[src/rtl/stack_arbiter.sv]
// Round-robin arbiter sharing one LIFO stack among NUM_REQ requesters.
// Tracks occupancy, returns pop data a cycle after grant, and drains the stack on flush.
module stack_arbiter #(
   parameter int D_WIDTH = 32,
   parameter int DEPTH = 16,
   parameter int NUM_REQ = 4,
   localparam int ADDR_WIDTH = $clog2(DEPTH),
   localparam int CNT_W = ADDR_WIDTH + 1,
   localparam int ID_W = $clog2(NUM_REQ)
) (
   input  logic                       clk,
   input  logic                       rst_n,
   input  logic [NUM_REQ-1:0]         req_valid,
   input  logic [NUM_REQ-1:0]         req_push,
   input  logic [NUM_REQ*D_WIDTH-1:0] req_wdata,
   output logic [NUM_REQ-1:0]         req_ready,
   output logic                       rd_valid,
   output logic [ID_W-1:0]            rd_id,
   output logic [D_WIDTH-1:0]         rd_data,
   input  logic                       flush,
   output logic                       flush_busy,
   output logic                       flush_done,
   output logic [CNT_W-1:0]           count,
   output logic                       stk_w_en,
   output logic [D_WIDTH-1:0]         stk_w_data,
   output logic                       stk_r_en,
   input  logic [D_WIDTH-1:0]         stk_r_data,
   input  logic                       stk_empty,
   output logic                       err
);

   typedef enum logic {RUN, FLUSH} state_t;

   localparam logic [CNT_W-1:0] FULL_CNT = CNT_W'(DEPTH);
   localparam logic [ID_W:0]    NUM_REQ_W = (ID_W+1)'(NUM_REQ);

   state_t               state_q, state_d;
   logic [CNT_W-1:0]     count_q, count_d;
   logic [ID_W-1:0]      rr_ptr_q, rr_ptr_d;
   logic                 rd_valid_q, rd_valid_d;
   logic [ID_W-1:0]      rd_id_q, rd_id_d;
   logic [D_WIDTH-1:0]   rd_data_q, rd_data_d;
   logic                 flush_done_q, flush_done_d;
   logic                 err_q, err_d;

   logic [NUM_REQ-1:0]   eligible;
   logic                 found;
   logic [ID_W-1:0]      grant_idx;
   logic                 grant_push;
   logic [D_WIDTH-1:0]   grant_data;
   logic [ID_W:0]        rr_sum;
   logic [ID_W:0]        rr_next;

   always_comb begin
      eligible = '0;
      for (int i = 0; i < NUM_REQ; i++) begin
         eligible[i] = req_valid[i] && (state_q == RUN) && !flush &&
                       (req_push[i] ? (count_q < FULL_CNT) : (count_q != '0));
      end
   end

   // Scan starting at rr_ptr with wraparound; the first eligible requester wins
   always_comb begin
      found = 1'b0;
      grant_idx = '0;
      rr_sum = '0;
      for (int k = 0; k < NUM_REQ; k++) begin
         rr_sum = {1'b0, rr_ptr_q} + (ID_W+1)'(k);
         if (rr_sum >= NUM_REQ_W) begin
            rr_sum = rr_sum - NUM_REQ_W;
         end
         if (!found && eligible[rr_sum[ID_W-1:0]]) begin
            found = 1'b1;
            grant_idx = rr_sum[ID_W-1:0];
         end
      end
      grant_push = 1'b0;
      grant_data = '0;
      for (int i = 0; i < NUM_REQ; i++) begin
         if (ID_W'(i) == grant_idx) begin
            grant_push = req_push[i];
            grant_data = req_wdata[i*D_WIDTH +: D_WIDTH];
         end
      end
      rr_next = {1'b0, grant_idx} + 1'b1;
      if (rr_next == NUM_REQ_W) begin
         rr_next = '0;
      end
   end

   always_comb begin
      state_d = state_q;
      count_d = count_q;
      rr_ptr_d = rr_ptr_q;
      rd_valid_d = 1'b0;
      rd_id_d = rd_id_q;
      rd_data_d = rd_data_q;
      flush_done_d = 1'b0;
      err_d = err_q | (stk_empty != (count_q == '0));
      req_ready = '0;
      stk_w_en = 1'b0;
      stk_w_data = '0;
      stk_r_en = 1'b0;

      case (state_q)
         RUN: begin
            if (flush) begin
               state_d = FLUSH;
            end else if (found) begin
               req_ready[grant_idx] = 1'b1;
               rr_ptr_d = rr_next[ID_W-1:0];
               if (grant_push) begin
                  stk_w_en = 1'b1;
                  stk_w_data = grant_data;
                  count_d = count_q + 1'b1;
               end else begin
                  stk_r_en = 1'b1;
                  count_d = count_q - 1'b1;
                  rd_valid_d = 1'b1;
                  rd_id_d = grant_idx;
                  rd_data_d = stk_r_data;
               end
            end
         end
         FLUSH: begin
            // Drained entries are popped but never reported on rd_valid
            if (count_q != '0) begin
               stk_r_en = 1'b1;
               count_d = count_q - 1'b1;
            end else begin
               state_d = RUN;
               flush_done_d = 1'b1;
            end
         end
         default: state_d = RUN;
      endcase

      if (!rst_n) begin
         req_ready = '0;
         stk_w_en = 1'b0;
         stk_r_en = 1'b0;
      end
   end

   always_ff @(posedge clk) begin
      if (!rst_n) begin
         state_q <= RUN;
         count_q <= '0;
         rr_ptr_q <= '0;
         rd_valid_q <= 1'b0;
         rd_id_q <= '0;
         rd_data_q <= '0;
         flush_done_q <= 1'b0;
         err_q <= 1'b0;
      end else begin
         state_q <= state_d;
         count_q <= count_d;
         rr_ptr_q <= rr_ptr_d;
         rd_valid_q <= rd_valid_d;
         rd_id_q <= rd_id_d;
         rd_data_q <= rd_data_d;
         flush_done_q <= flush_done_d;
         err_q <= err_d;
      end
   end

   assign rd_valid = rd_valid_q;
   assign rd_id = rd_id_q;
   assign rd_data = rd_data_q;
   assign flush_busy = (state_q == FLUSH);
   assign flush_done = flush_done_q;
   assign count = count_q;
   assign err = err_q;

endmodule

[config.mk]
export PLATFORM = sky130hd
export DESIGN_NAME = stack_arbiter
export DESIGN_NICKNAME = d
export VERILOG_FILES = /design/src/rtl/stack_arbiter.sv
export SDC_FILE = /design/constraint.sdc
export NUM_CORES = 1
export LEC_CHECK = 0
export ABC_CLOCK_PERIOD_IN_PS = 3830
export CORE_AREA = 4 4 97 99
export CTS_CLUSTER_DIAMETER = 50
export DETAILED_ROUTE_END_ITERATION = 7
export DIE_AREA = 0 0 101 103
export DONT_BUFFER_PORTS = 1
export PLACE_DENSITY = 0.64
export SYNTH_ARGS = -nofsm -noshare
export SYNTH_HDL_FRONTEND = slang
export SYNTH_SLANG_ARGS = --single-unit
[constraint.sdc]
create_clock -name clk -period 3.83 [get_ports clk]
set_input_delay 0 -clock clk [delete_from_list [all_inputs] [get_ports clk]]
set_output_delay 0 -clock clk [all_outputs]
set_load 0.01 [all_outputs]
==> out/qor.yml <==
cells_and_area:
  area_delta_synth_final_pct: 27.50
  seq_area_um2: 903.4
  nFillCells: 830
  multi_input_area_um2: 2192
  drive_gt1_share_pct: 14.58
  final_net_count: 665
  fin_cells: 596
yosys:
  synth_top_area_share_pct: 28.45
  synth_top_area_cell: "dfxtp_1"
  synth.area.top_cells: "dfxtp_1 28%, a21oi_1 11%, a221oi_1 9.1%, nor2b_1 6.9%, nor3_1 5.5%"
  ys_ff_latch: 45
  netlist_area_um2: 3167
  ys_warn_count: 0
  synthCells: 450
  synthArstFlopShare_pct: 0
  seq_area_frac_synth_pct: 28.45
  synth_ff_type: "dfxtp_1"
  synth_common_cells: "70 x a21oi_1, 45 x dfxtp_1, 39 x nor2_1"
  synth_edf_count: 0
  synth_most_common_cell: "a21oi_1"
  syn_area_per_cell_um2: 7.037
  syn-num-nets: 629
  ys_types: 42
critical_path:
  cp_slowest_cell: "or4_4"
  rr_worst_depth: 13
  worst_path_largest_cell_delay_ns: 0.56
  r2r_start: "count[1]"
  r2r_end: "count[3]"
  cp-start-kind: "flop"
  path_cells: "inv_2, ha_4, or3b_4, o31a_1, o21a_1, o221ai_4, inv_2, ha_4, nor3b_2, a221o_1, or4_4, a22oi_2, mux2i_1"
  arrival_ns: 3.96
  worst_ep_required_time_ns: 4.05
  worstPathMaxFanout: 8
  cp-end-kind: "flop"
  critical_path_class: "flop to flop"
  regToRegSetupSlack_ns: 0.09
run_status:
  status: "finished clean"
min_path:
  hold_depth: 2
  min_path_type: "primary input to flop"
  holdCritStartpoint: "flush"
  min_to: "flush_busy"
routing:
  wirelength_mm: 12.31
  drc_errors: 0
  dr.pass1.iters: 5
  wl_per_cell_um: 20.66
  vias_per_cell: 6.084
  dr.first_iter.drc_count: 210
  vias: 3626
  ant_nets: 0
floorplanning:
  coreArea_um2: 8551
  dieArea_um2: 10400
  die_h_um: 103
  start_util_pct: 37.04
  rows: 34
  ioPinCount: 253
  die_x_um: 101
sta:
  finalCriticalPeriod_ns: 3.738
  drv_slew: 0
  fmax_ghz: 0.2675
  relSlewSlack_pct: 16.96
  worstMarginPinSlew_ns: 1.244
  fin_crit_sh_pct: 97.59
  setup_viol: 0
  finalHoldViolCount: 0
  clock_skew_ns: 0.007840
  holdWs_ns: 0.1113
placed_design:
  globalplace.congestion: 0.8239
  io_buffers: 0
  dpl.cell_count: 546
  dp_hpwl_mm: 8.790
clock_network:
  clk_latency_ns: 0.29
  clkSinkCount: 45
  numCtsBuffers: 5
  cts_buffer_depth: 2
  cts_tree: "done"
  clk_pin_slew_worst_paths_ns: 0.08
  cts-root-buf: "clkbuf_8"
  h-tree-depth: 2
global_route:
  overflow: 0
  grt_max_degree: 66
  track_usage_pct: 20.95
  grt_first_pass_wirelength_mm: 17.14
  grt_pass1_vias: 3210
  grt_antenna_before_repair: 0
pwr:
  p_leak_nw: 1.456
  internal-power_mw: 1.306
  p_seq_share_pct: 26.7
  p_sw_mw: 1.130
  powerDensity_nw_per_um2: 603.4
  switching_share_pct: 46.40
  ir_drop_v: 0.0002282
  pwr-share-comb_pct: 61.8
  p_clk_share_pct: 11.5
run:
  max_cap_violations: 0
[cell type report]
cell class / instances / share of cell area, %
Multi-Input combinational cell: 348 / 54.29
Sequential cell: 45 / 22.37
Timing Repair Buffer: 77 / 17.01
Tap cell: 108 / 3.347
Clock buffer: 7 / 1.890
Inverter: 9 / 0.8367
Clock inverter: 1 / 0.1859
Antenna cell: 1 / 0.06198
[through the flow]
stage          total power [mW]  util, %  instance area, µm²  setup slack (ns)  TNS [ns]
2_1_floorplan             1.610        -                3167            0.1735         0
3_3_place_gp              1.929    39.93                3415          0.002494         0
3_5_place_dp              1.969    39.93                3415           -0.1591    -1.620
4_1_cts                   2.332    45.54                3894          0.007438         0
5_1_grt                   2.623    47.19                4035          -0.02439  -0.02439
6_report                  2.436    47.22                4038           0.09216         0
[placed cells by master (no fill, tap or decap), types with 6 or more instances in the layout]
cell type and count:
nand3_1 34, nor2b_1 34, a221oi_1 32, a21oi_1 70, nand2_1 11, nor3_1 35
buf_4 40, inv_1 6, dfxtp_1 43, nor2_1 38, o21ai_0 32, dlygate4sd3_1 34
[timing repair]
action | CTS | global route
setup buffers | 1 | 6
hold buffers | 34 | 0
setup endpoints to repair | 34 | 59
gates resized for setup | 8 | 22
pin swaps | 1 | 10
hold endpoints to repair | 40 | 0
gates cloned | 1 | 0
[critical path, delay by kind of cell, from the launching register on]
kind                       cells  cell delay (ns)
buffers and inverters          2             0.19
DFF                            1             0.33
and+or+nand+nor                3             1.15
muxes                          1             0.20
AOI/OAI and AO/OA              5             1.48
adders and majority gates      2             0.33
[metal layers]
layer | track usage, % | up-vias | part of all wire (%)
met3 | 4.871 | 8 | 9.1
met4 | 3.681 | 0 | 0.85
met2 | 37.27 | 199 | 52
met5 | 0 | - | 0
met1 | 26.18 | 1690 | 38
li1 | - | 1729 | -
[kinds of logic after synthesis]
family / after synthesis / synth area share, %
adders and majority gates: 7 / 2.766
muxes: 3 / 0.9483
xor gates and xnor gates: 1 / 0.2766
and+or+nand+nor: 169 / 26.91
buffers and inverters: 58 / 7.428
DFF: 45 / 28.45
AOI/OAI and AO/OA: 167 / 33.23
[flip-flops by register name, summed over array words and instances (netlist names)]
| register | flops |
|---|---|
| count | 5 |
| err | 1 |
| flush_busy | 1 |
| flush_done | 1 |
| rd_data | 32 |
| rd_id | 2 |
| rd_valid | 1 |
| rr_ptr_q | 2 |
[power groups by stage]
stage | combinational [mW] | clock (mW) | sequential (mW)
2_1_floorplan | 0.953 | 0 | 0.657
3_3_place_gp | 1.27 | 0 | 0.655
3_5_place_dp | 1.31 | 0 | 0.658
4_1_cts | 1.39 | 0.293 | 0.647
5_1_grt | 1.65 | 0.308 | 0.661
6_report | 1.50 | 0.280 | 0.651
[worst max path at each step]
| stage | cells past startpoint | slack (ns) | from | end |
|---|---|---|---|---|
| floorplan | 15 | 0.17 | count[0] | rd_data[10] |
| detailed placement | 13 | -0.16 | count[0] | stk_w_data[11] |
| global route | 13 | -0.02 | count[1] | count[3] |
| finish | 13 | 0.09 | count[1] | count[3] |
| CTS | 14 | 0.007 | count[0] | stk_w_data[11] |
| global placement | 13 | 0.002 | count[0] | stk_w_data[11] |
No activity file was read; power rests on OpenSTA's default activity.
